**src/rtl/snake_pkg.sv**
```systemverilog
// Shared encodings for the snake engine: headings, FSM states, default colours.
// Opposite headings differ only in bit 0, which the reversal check relies on.
package snake_pkg;

    typedef enum logic [1:0] {
        DIR_L = 2'd0,
        DIR_R = 2'd1,
        DIR_U = 2'd2,
        DIR_D = 2'd3
    } dir_e;

    typedef enum logic [2:0] {
        ST_IDLE  = 3'd0,
        ST_CALC  = 3'd1,
        ST_SCAN  = 3'd2,
        ST_ERASE = 3'd3,
        ST_DRAW  = 3'd4
    } state_e;

    localparam logic [2:0] HEAD_COL_DEF = 3'b001;
    localparam logic [2:0] BG_COL_DEF   = 3'b111;

    function automatic logic is_reverse(input logic [1:0] req, input logic [1:0] cur);
        return req == (cur ^ 2'd1);
    endfunction

endpackage

```
**src/rtl/snake_seg_ring.sv**
```systemverilog
// Body segment store: one synchronous write port and one registered read port.
// A read during a write to the same address returns the old contents.
module snake_seg_ring #(
    parameter int DEPTH = 128,
    parameter int DW    = 15,
    parameter int AW    = $clog2(DEPTH)
) (
    input  logic          clk,
    input  logic          we_i,
    input  logic [AW-1:0] waddr_i,
    input  logic [DW-1:0] wdata_i,
    input  logic [AW-1:0] raddr_i,
    output logic [DW-1:0] rdata_o
);

    logic [DW-1:0] mem_q [DEPTH];
    logic [DW-1:0] rdata_q;

    always_ff @(posedge clk) begin
        if (we_i) begin
            mem_q[waddr_i] <= wdata_i;
        end
        rdata_q <= mem_q[raddr_i];
    end

    assign rdata_o = rdata_q;

endmodule

```
**src/rtl/snake_body_engine.sv**
```systemverilog
// Snake movement engine: advances the head per step, checks walls and the body
// one segment per cycle, then streams erase-tail / draw-head pixels to the plotter.
module snake_body_engine
    import snake_pkg::*;
#(
    parameter int         MAX_LEN  = 128,
    parameter int         XW       = 8,
    parameter int         YW       = 7,
    parameter int         X_MIN    = 48,
    parameter int         X_MAX    = 112,
    parameter int         Y_MIN    = 28,
    parameter int         Y_MAX    = 92,
    parameter int         INIT_X   = 80,
    parameter int         INIT_Y   = 60,
    parameter logic [2:0] HEAD_COL = HEAD_COL_DEF,
    parameter logic [2:0] BG_COL   = BG_COL_DEF
) (
    input  logic                     clk,
    input  logic                     resetn,
    input  logic                     restart,
    input  logic                     step,
    input  logic [1:0]               dir,
    input  logic                     grow,
    output logic [XW-1:0]            px_x,
    output logic [YW-1:0]            px_y,
    output logic [2:0]               px_colour,
    output logic                     px_valid,
    input  logic                     px_ready,
    output logic [XW-1:0]            head_x,
    output logic [YW-1:0]            head_y,
    output logic [$clog2(MAX_LEN):0] length,
    output logic                     busy,
    output logic                     over
);

    localparam int PW = $clog2(MAX_LEN);
    localparam int LW = PW + 1;
    localparam int SW = XW + YW;

    localparam logic [XW-1:0] INIT_X_L = XW'(INIT_X);
    localparam logic [YW-1:0] INIT_Y_L = YW'(INIT_Y);
    localparam logic [XW:0]   X_MIN_L  = (XW+1)'(X_MIN);
    localparam logic [XW:0]   X_MAX_L  = (XW+1)'(X_MAX);
    localparam logic [YW:0]   Y_MIN_L  = (YW+1)'(Y_MIN);
    localparam logic [YW:0]   Y_MAX_L  = (YW+1)'(Y_MAX);
    localparam logic [LW-1:0] MAX_LEN_L = LW'(MAX_LEN);

    state_e        state_q, state_d;
    logic [XW-1:0] head_x_q, head_x_d;
    logic [YW-1:0] head_y_q, head_y_d;
    logic [XW-1:0] next_x_q, next_x_d;
    logic [YW-1:0] next_y_q, next_y_d;
    logic [1:0]    heading_q, heading_d;
    logic          grow_q, grow_d;
    logic          over_q, over_d;
    logic [LW-1:0] len_q, len_d;
    logic [PW-1:0] ptr_q, ptr_d;
    logic [LW-1:0] scan_q, scan_d;

    logic          ring_we;
    logic [PW-1:0] ring_waddr;
    logic [SW-1:0] ring_wdata;
    logic [PW-1:0] ring_raddr;
    logic [SW-1:0] ring_rdata;

    snake_seg_ring #(
        .DEPTH (MAX_LEN),
        .DW    (SW),
        .AW    (PW)
    ) u_ring (
        .clk     (clk),
        .we_i    (ring_we),
        .waddr_i (ring_waddr),
        .wdata_i (ring_wdata),
        .raddr_i (ring_raddr),
        .rdata_o (ring_rdata)
    );

    // Candidate head one bit wider so that stepping below zero reads as out of range.
    logic [XW:0]   hx_ext, cand_x;
    logic [YW:0]   hy_ext, cand_y;
    logic          out_of_bounds;
    logic          step_ok;
    logic [LW-1:0] scan_n;
    logic [LW-1:0] scan_nxt;
    logic          scan_last;
    logic          seg_hit;
    logic [PW-1:0] tail_idx;

    assign hx_ext = {1'b0, head_x_q};
    assign hy_ext = {1'b0, head_y_q};
    assign cand_x = (heading_q == DIR_L) ? hx_ext - (XW+1)'(1) :
                    (heading_q == DIR_R) ? hx_ext + (XW+1)'(1) : hx_ext;
    assign cand_y = (heading_q == DIR_U) ? hy_ext - (YW+1)'(1) :
                    (heading_q == DIR_D) ? hy_ext + (YW+1)'(1) : hy_ext;
    assign out_of_bounds = (cand_x < X_MIN_L) || (cand_x > X_MAX_L) ||
                           (cand_y < Y_MIN_L) || (cand_y > Y_MAX_L);

    assign step_ok   = step && (state_q == ST_IDLE) && !over_q;
    assign scan_n    = grow_q ? len_q : len_q - LW'(1);
    assign scan_nxt  = scan_q + LW'(1);
    assign scan_last = (scan_nxt >= scan_n);
    assign seg_hit   = (scan_q < scan_n) && (ring_rdata == {next_x_q, next_y_q});
    // A full ring makes len wrap to zero in PW bits, giving tail = ptr+1 as required.
    assign tail_idx  = ptr_q - len_q[PW-1:0] + PW'(1);

    always_ff @(posedge clk) begin
        if (!resetn) begin
            state_q   <= ST_IDLE;
            head_x_q  <= INIT_X_L;
            head_y_q  <= INIT_Y_L;
            next_x_q  <= '0;
            next_y_q  <= '0;
            heading_q <= DIR_R;
            grow_q    <= 1'b0;
            over_q    <= 1'b0;
            len_q     <= LW'(1);
            ptr_q     <= '0;
            scan_q    <= '0;
        end else begin
            state_q   <= state_d;
            head_x_q  <= head_x_d;
            head_y_q  <= head_y_d;
            next_x_q  <= next_x_d;
            next_y_q  <= next_y_d;
            heading_q <= heading_d;
            grow_q    <= grow_d;
            over_q    <= over_d;
            len_q     <= len_d;
            ptr_q     <= ptr_d;
            scan_q    <= scan_d;
        end
    end

    always_comb begin
        state_d   = state_q;
        head_x_d  = head_x_q;
        head_y_d  = head_y_q;
        next_x_d  = next_x_q;
        next_y_d  = next_y_q;
        heading_d = heading_q;
        grow_d    = grow_q;
        over_d    = over_q;
        len_d     = len_q;
        ptr_d     = ptr_q;
        scan_d    = scan_q;

        unique case (state_q)
            ST_IDLE: begin
                if (step_ok) begin
                    state_d = ST_CALC;
                    grow_d  = grow && (len_q != MAX_LEN_L);
                    if (!is_reverse(dir, heading_q)) begin
                        heading_d = dir;
                    end
                end
            end
            ST_CALC: begin
                if (out_of_bounds) begin
                    over_d  = 1'b1;
                    state_d = ST_IDLE;
                end else begin
                    next_x_d = cand_x[XW-1:0];
                    next_y_d = cand_y[YW-1:0];
                    scan_d   = '0;
                    state_d  = ST_SCAN;
                end
            end
            ST_SCAN: begin
                if (seg_hit) begin
                    over_d  = 1'b1;
                    state_d = ST_IDLE;
                end else if (scan_last) begin
                    state_d = grow_q ? ST_DRAW : ST_ERASE;
                end else begin
                    scan_d = scan_nxt;
                end
            end
            ST_ERASE: begin
                if (px_ready) begin
                    state_d = ST_DRAW;
                end
            end
            ST_DRAW: begin
                if (px_ready) begin
                    head_x_d = next_x_q;
                    head_y_d = next_y_q;
                    ptr_d    = ptr_q + PW'(1);
                    len_d    = len_q + LW'(grow_q);
                    state_d  = ST_IDLE;
                end
            end
            default: begin
                state_d = ST_IDLE;
            end
        endcase

        if (restart) begin
            state_d   = ST_IDLE;
            head_x_d  = INIT_X_L;
            head_y_d  = INIT_Y_L;
            heading_d = DIR_R;
            grow_d    = 1'b0;
            over_d    = 1'b0;
            len_d     = LW'(1);
            ptr_d     = '0;
            scan_d    = '0;
        end
    end

    // Read address runs one cycle ahead of the compare; the last scan cycle fetches the tail.
    always_comb begin
        px_valid   = 1'b0;
        px_x       = '0;
        px_y       = '0;
        px_colour  = '0;
        ring_raddr = tail_idx;
        ring_we    = 1'b0;
        ring_waddr = '0;
        ring_wdata = '0;

        unique case (state_q)
            ST_CALC: begin
                ring_raddr = ptr_q;
            end
            ST_SCAN: begin
                if (scan_nxt < scan_n) begin
                    ring_raddr = ptr_q - scan_nxt[PW-1:0];
                end
            end
            ST_ERASE: begin
                px_valid  = 1'b1;
                px_x      = ring_rdata[SW-1:YW];
                px_y      = ring_rdata[YW-1:0];
                px_colour = BG_COL;
            end
            ST_DRAW: begin
                px_valid  = 1'b1;
                px_x      = next_x_q;
                px_y      = next_y_q;
                px_colour = HEAD_COL;
            end
            default: begin
            end
        endcase

        // The reset head must live in the ring so the first tail erase finds it.
        if (!resetn || restart) begin
            ring_we    = 1'b1;
            ring_waddr = '0;
            ring_wdata = {INIT_X_L, INIT_Y_L};
        end else if (state_q == ST_DRAW && px_ready) begin
            ring_we    = 1'b1;
            ring_waddr = ptr_q + PW'(1);
            ring_wdata = {next_x_q, next_y_q};
        end
    end

    assign head_x = head_x_q;
    assign head_y = head_y_q;
    assign length = len_q;
    assign busy   = (state_q != ST_IDLE);
    assign over   = over_q;

endmodule

```
**config.mk**
```make
export PLATFORM = sky130hd
export DESIGN_NAME = snake_body_engine
export DESIGN_NICKNAME = d
export VERILOG_FILES = /design/src/rtl/snake_pkg.sv /design/src/rtl/snake_seg_ring.sv /design/src/rtl/snake_body_engine.sv
export SDC_FILE = /design/constraint.sdc
export NUM_CORES = 2
export LEC_CHECK = 0
export BUFFER_PORTS_ARGS = -buffer_cell sky130_fd_sc_hd__buf_2
export CELL_PAD_IN_SITES_DETAIL_PLACEMENT = 0
export CELL_PAD_IN_SITES_GLOBAL_PLACEMENT = 2
export CORE_MARGIN = 2
export CORE_UTILIZATION = 40
export DETAILED_ROUTE_END_ITERATION = 8
export GPL_TIMING_DRIVEN = 0
export PLACE_DENSITY = 0.66
export SLEW_MARGIN = 20
export SYNTH_ARGS = -nofsm -noshare
export SYNTH_HDL_FRONTEND = slang
export SYNTH_HIERARCHICAL = 1
export SYNTH_SLANG_ARGS = --single-unit
```
**constraint.sdc**
```tcl
create_clock -name clk -period 7.6 [get_ports clk]
set_input_delay 0 -clock clk [delete_from_list [all_inputs] [get_ports clk]]
set_output_delay 0 -clock clk [all_outputs]
set_load 0.05 [all_outputs]
```
### Yosys cells after proc, flatten, opt, wreduce, memory -nomap -nowiden

Memories as Yosys holds them, arrays and structs flattened. A register that Yosys moved wholly into a read port is not among the register bits.
Cells that the tools add are included.

| operators by class | value |
|---|---|
| muxes and demuxes | 34 |
| bitwise logic cells | 4 |
| order comparisons | 7 |
| add/subtract/negate cells | 11 |
| reductions and logical operators | 24 |
| equal/unequal tests | 19 |

Operators with widths:

| kind | number |
|---|---|
| 8-bit two-way mux | 6 |
| 8-bit case mux with 2 select lines | 2 |
| 15-bit two-way mux | 2 |
| 7-bit case mux with 2 select lines | 2 |
| 7-bit two-way mux | 3 |
| 3-bit two-way mux | 6 |
| 9-bit two-way mux | 2 |
| 8-bit < comparator | 2 |
| 2-bit inequality test, second input constant | 8 |
| 15-bit equality test | 1 |
| 3-bit case mux with 5 select lines | 1 |
| 7-bit by 1-bit adder with 7-bit output, second input constant | 2 |
| 7-bit subtractor | 2 |
| 8-bit by 1-bit adder with 9-bit output, second input constant | 1 |
| 9-bit by 7-bit greater-than comparator with 1-bit output, second input constant | 1 |
| 9-bit by 6-bit < comparator with 1-bit output, second input constant | 1 |
| 8-bit by 1-bit subtractor with 9-bit output, second input constant | 1 |
| 7-bit by 1-bit adder with 8-bit output, second input constant | 1 |
| 8-bit by 1-bit adder with 8-bit output | 1 |
| 8-bit by 1-bit adder with 8-bit output, second input constant | 1 |
| 8-bit greater-or-equal comparator | 1 |
| 8-bit by 7-bit greater-than comparator with 1-bit output, second input constant | 1 |
| 8-bit by 5-bit < comparator with 1-bit output, second input constant | 1 |
| 8-bit inequality test, second input constant | 1 |
| 25 further kinds | 49 |

| storage, ports and cells | value |
|---|---|
| memories kept | 1 |
| bits in registers | 60 |
| input port bits | 8 |
| logic and storage cells | 111 |
| output and inout port bits | 44 |
| bits in writable memories | 1920 |

Memory list:

| name | depth | width | read ports | clocked after Yosys merged registers in | wr ports | line | text |
|---|---|---|---|---|---|---|---|
| u_ring.mem_q | 128 | 15 | 1 | 1 | 1 | snake_seg_ring.sv:16 | `logic [DW-1:0] mem_q [DEPTH];` |

### Longest topological paths before layout

| logic depth | value |
|---|---|
| depth in word-level cells | 9 |
| depth in mapped cells | 22 |
| depth with buffers taken out | 17 |

### Hierarchy

The synthesis kept the hierarchy.

Modules (own cells, without submodules):

| module | sequential area each (um2) | area each (um2) | cells an instance | times used |
|---|---|---|---|---|
| snake_seg_ring | 57955.6 | 73629.4 | 2904 | 1 |
| snake_body_engine | 1201.2 | 4942.2 | 596 | 1 |

### Least setup slack after synthesis

OpenSTA, ideal clock, no wires.

| timing | value |
|---|---|
| path type | register to register |
| from | register len_q[1] (netlist: length[1]) |
| to | register u_ring.rdata_q[0] (netlist: u_ring/rdata_o[0]), read port of u_ring.mem_q |
| required time | 7479 ps |
| library setup time | 121 ps |
| period minus slack after synthesis | 5508 ps |
| slack | 2092 ps |
| data arrival time | 5387 ps |
| stages on the path, launching flop included | 21 |
| path buffers | 4 |
| path through | dfxtp_1 inv_1 ha_1 nor2b_1 and3_1 xnor2_1 ha_1 a21o_1 a21o_1 a21oi_1 o21a_1 clkbuf_1 nand2_1 o221ai_1 clkbuf_1 buf_2 buf_1 mux4_2 mux4_2 mux4_2 mux2_2 |

| between the ends | value |
|---|---|
| word-level cells in the longest chain between the ends | 5 |
| elaborated cells between the ends (all ways) | 7 |
| classes of those cells | add/sub (3); order compare (1); mux (3) |

Ends and longest elaborated chain:

| what | line | text |
|---|---|---|
| from (decl) | snake_body_engine.sv:56 | `logic [LW-1:0] len_q, len_d;` |
| from (signal assigned) | snake_body_engine.sv:129 | `len_q <= len_d;` |
| 8-bit by 1-bit subtractor with 8-bit output | snake_body_engine.sv:100 | `assign scan_n = grow_q ? len_q : len_q - LW'(1);` |
| 8-bit two-way mux * | snake_body_engine.sv:100 |  |
| 8-bit < comparator * | snake_body_engine.sv:227 | `if (scan_nxt < scan_n) begin` |
| 7-bit two-way mux * | snake_body_engine.sv:227 |  |
| 7-bit case mux with 2 select lines * | snake_body_engine.sv:222 | `unique case (state_q)` |
| net ring_raddr[0] | snake_body_engine.sv:63 | `logic [PW-1:0] ring_raddr;` |
| to (decl) | snake_seg_ring.sv:17 | `logic [DW-1:0] rdata_q;` |

The timed path passes the listed nets; every way through them passes the cells marked *.
A chain may end at the register's enable or synchronous reset.

### Final worst setup path

| timing | value |
|---|---|
| from | register len_q[1] (netlist: length[1]) |
| to | register u_ring.rdata_q[5] (netlist: u_ring/rdata_o[5]), read port of u_ring.mem_q |

| between the ends | value |
|---|---|
| word-level cells in the longest chain between the ends | 5 |
| elaborated cells between the ends (all ways) | 7 |
| classes of those cells | add/sub (3); order compare (1); mux (3) |

Ends and longest elaborated chain:

| what | line |
|---|---|
| 8-bit by 1-bit subtractor with 8-bit output | snake_body_engine.sv:100 |
| 8-bit two-way mux | snake_body_engine.sv:100 |
| 8-bit < comparator | snake_body_engine.sv:227 |
| 7-bit two-way mux | snake_body_engine.sv:227 |
| 7-bit case mux with 2 select lines * | snake_body_engine.sv:222 |
| net ring_raddr[2] | snake_body_engine.sv:63 |

Marked as above.

==> impl_metrics.json <==
{
  "ant_nets": 0,
  "skew_ns": 0.0368,
  "clkTransAtPathRegs_ns": 0.06,
  "clockBufferDepth": 3,
  "portBuffers": 51,
  "max_clock_freq_mhz": 138,
  "synth_most_common_cell": "edfxtp_1",
  "intPower_w": 0.0174,
  "clkPwrFrac_pct": 43.6,
  "power.density_mw_per_mm2": 236,
  "cp_slowest_stage_delay_ns": 0.69,
  "synth_common_cells": "edfxtp_1 (1,920), mux4_2 (630), nor2_1 (163), clkbuf_1 (119), dfxtp_1 (75)",
  "cts_made_buffers": 201,
  "grt_overflow_total": 0,
  "combPwrFrac_pct": 1.1,
  "cts_tree": "yes",
  "drt_first_pass_iters": 5,
  "nFillCells": 16200,
  "grt_pass1_vias": 38000,
  "rsz0062_at_grt": "no",
  "drt_iter0_drc": 4115,
  "track_usage_pct": 20.8,
  "setup_ws_ns": 0.349,
  "yosys-top-cells-area": "edfxtp_1 (73%), mux4_2 (18%), dfxtp_1 (1.9%), nor2_1 (0.78%), ha_1 (0.68%)",
  "dpl-instance-area_mm2": 0.0851,
  "htree_levels": 4,
  "finalSetupViolations": 0,
  "peakVddDrop_v": 0.000244,
  "cp_common_cell": "mux4_2",
  "insertion_delay_ns": 0.83,
  "crit_chain": "or3_1 > nor4_1 > xnor2_1 > ha_1 > a21o_1 > a21o_1 > a21oi_1 > o21a_1 > clkbuf_1 > nand2_1 > nor3_1 > a221o_1 > clkbuf_2 > clkbuf_4 > clkdlybuf4s15_1 > mux4_2 > mux4_2 > mux4_2 > mux2_2",
  "hold_viol": 0,
  "p_sw_share_pct": 19.7,
  "nNetsFinal": 3990,
  "ys_seq_elements": 1995,
  "syn_area_per_cell_um2": 22.4,
  "wl_per_cell_um": 30.8,
  "die_h_um": 447,
  "async_reset_ff_share_pct": 0,
  "cp_top_family": "buffers and inverters",
  "p_seq_share_pct": 55.4,
  "yosysWarnings": 6,
  "drc": 0,
  "cts_root_buf": "clkbuf_16",
  "wl_mm": 207,
  "final_area_mm2": 0.0915,
  "dieWidth_um": 447,
  "netlist_area_mm2": 0.0786,
  "hold_path.class": "in2reg",
  "die-area_mm2": 0.200,
  "cts.sinks": 1995,
  "path_max_fanout": 10,
  "grt_pass1_wl_mm": 292,
  "ys_types": 69,
  "min_period_ns": 7.25,
  "min_period_over_period_pct": 95.4,
  "worst_setup_path_end_kind": "flop",
  "vias": 37900,
  "fin_tns_setup_ns": 0,
  "max_slew_margin_pct": 14.5,
  "fp.coreArea_mm2": 0.195,
  "place.detailed.hpwl_mm": 143,
  "worst_setup_path_start_kind": "flop",
  "grt_antenna_before_repair": 15,
  "layout-drive-gt1-share_pct": 33.5,
  "crit_buf_inv": 4,
  "synth_top_area_share_pct": 73.4,
  "cpMaxStageDelayCell": "clkdlybuf4s15_1",
  "fp-row-count": 162,
  "post-route-util_pct": 46.9,
  "status": "completed",
  "critical_path_class": "reg2reg",
  "dp_worst_setup_slack_ns": -0.240,
  "tightest_slew_ns": 1.27,
  "synth.largest_area_cell": "edfxtp_1",
  "gp_congestion": 0.834,
  "area.growth.synth_to_final_pct": 16.5,
  "grt_max_degree": 73,
  "vias_per_cell": 5.62,
  "synthCells": 3500,
  "switchingPower_w": 0.00425,
  "start_util_pct": 40.3,
  "crit_arrival_ns": 7.94,
  "maxCapViolCount": 0,
  "synth_edf_count": 1920,
  "critPathRequiredTime_ns": 8.29,
  "slew_viol_final": 0,
  "io_pins": 52,
  "holdWs_ns": 0.0682,
  "syn-num-nets": 3553,
  "p_leak_nw": 26.5,
  "ys_seq_area_share_pct": 75.3,
  "synth_ff_type": "edfxtp_1"
}
[per-stage QoR]
step,cells,power [W]
after floorplan,3500,0.0123
after global placement,6175,0.0124
after detailed placement,6340,0.0124
after CTS,6728,0.0218
after global routing,6729,0.0222
final,6736,0.0216
[cells in the final DEF, fill, tap and decap left out, drive strengths merged, types with 5 or more instances in the layout]
cell type       n
nand2b         11
o21ai          23
nand3          26
bufinv         10
nor2b          15
inv            34
xor2           19
a211oi         10
dlygate4sd3    17
and3           20
edfxtp       1920
a21oi          40
buf           280
mux2i           5
a21o           27
diode           7
clkinv         90
o21a            6
nand4          17
dfxtp          75
a22o           16
nor3           44
o211ai          5
ha             43
mux2           16
nor2          163
xnor2          38
mux4          630
clkbuf        384
or3             9
clkinvlp        5
nand2          53
[registers in the layout (all words and copies together) (netlist names)]
signal,cells
grow_q,1
head_x,8
head_y,7
heading_q,2
length,8
next_x_q,8
next_y_q,7
over,1
ptr_q,7
scan_q,8
state_q,3
u_ring/mem_q,1920
u_ring/rdata_o,15
[worst reg2reg max path, stage by stage (launching register included)]
cell	delay (ns)
dfxtp_1	0.42
or3_1	0.45
nor4_1	0.25
xnor2_1	0.21
ha_1	0.30
a21o_1	0.18
a21o_1	0.16
a21oi_1	0.28
o21a_1	0.18
clkbuf_1	0.33
nand2_1	0.22
nor3_1	0.24
a221o_1	0.22
clkbuf_2	0.46
clkbuf_4	0.55
clkdlybuf4s15_1	0.69
mux4_2	0.43
mux4_2	0.58
mux4_2	0.60
mux2_2	0.36
[final timing paths]
path	startpoint	to	slack, ns	depth (start not counted)
setup / recovery	length[1]$_SDFFE_PN0P_	u_ring/rdata_o[5]$_DFF_P_	0.35	19
setup reg to reg	length[1]$_SDFFE_PN0P_	u_ring/rdata_o[5]$_DFF_P_	0.35	19
hold reg to reg	over$_SDFFE_PN0P_	over$_SDFFE_PN0P_	0.52	1
hold / removal	resetn	next_x_q[7]$_SDFFE_PN0P_	0.07	3
[what timing repair did]
action | 4_1_cts | 5_1_grt
gates resized for setup | 1 | 7
buffers inserted | 0 | 0
hold endpoints to repair | 43 | 0
endpoints found under the setup margin | 15 | 15
cloned | 0 | 0
hold buffers | 17 | 0
[kinds of logic (layout without fill, tap and decap cells)]
logic type,count (synthesis),after routing,share of synthesized area [%]
flip-flops,1995,1995,75.3
multiplexers,651,651,18.4
AND/OR/NAND/NOR,375,375,2.36
buffers and inverters,216,821,1.14
AO/OA/AOI/OAI,161,161,1.48
XOR/XNOR,57,57,0.635
adder cells (fa/ha/maj),45,45,0.736
other,0,7,0
[area by class of cell]
| class | count | area [um2] | share of cell area (%) |
|---|---|---|---|
| timing repair buffer | 234 | 2900 | 3.17 |
| sequential | 1995 | 59200 | 64.6 |
| multi-input combinational | 1289 | 19000 | 20.8 |
| clock buffer | 261 | 5420 | 5.92 |
| buffer | 187 | 823 | 0.899 |
| inverter | 29 | 109 | 0.119 |
| tap | 2624 | 3280 | 3.59 |
| clock inverter | 110 | 831 | 0.908 |
| antenna | 7 | 17.5 | 0.0191 |
[power groups by stage]
stage	Clock, W	Combinational [W]	Sequential (W)
finish	0.00942	0.000236	0.0120
floorplan	0	0.000109	0.0122
global route	0.0100	0.000250	0.0120
detailed placement	0	0.000230	0.0122
CTS	0.00964	0.000238	0.0120
global placement	0	0.000203	0.0122
[routing by layer]
metal	vias up	track usage (%)	wire [um]
li1	15700	-	-
met1	20600	29.9	89200
met2	1276	32.8	97900
met3	250	3.99	14700
met4	4	5.57	5350
met5	-	0	24
No activity file was read; power rests on OpenSTA's default activity.
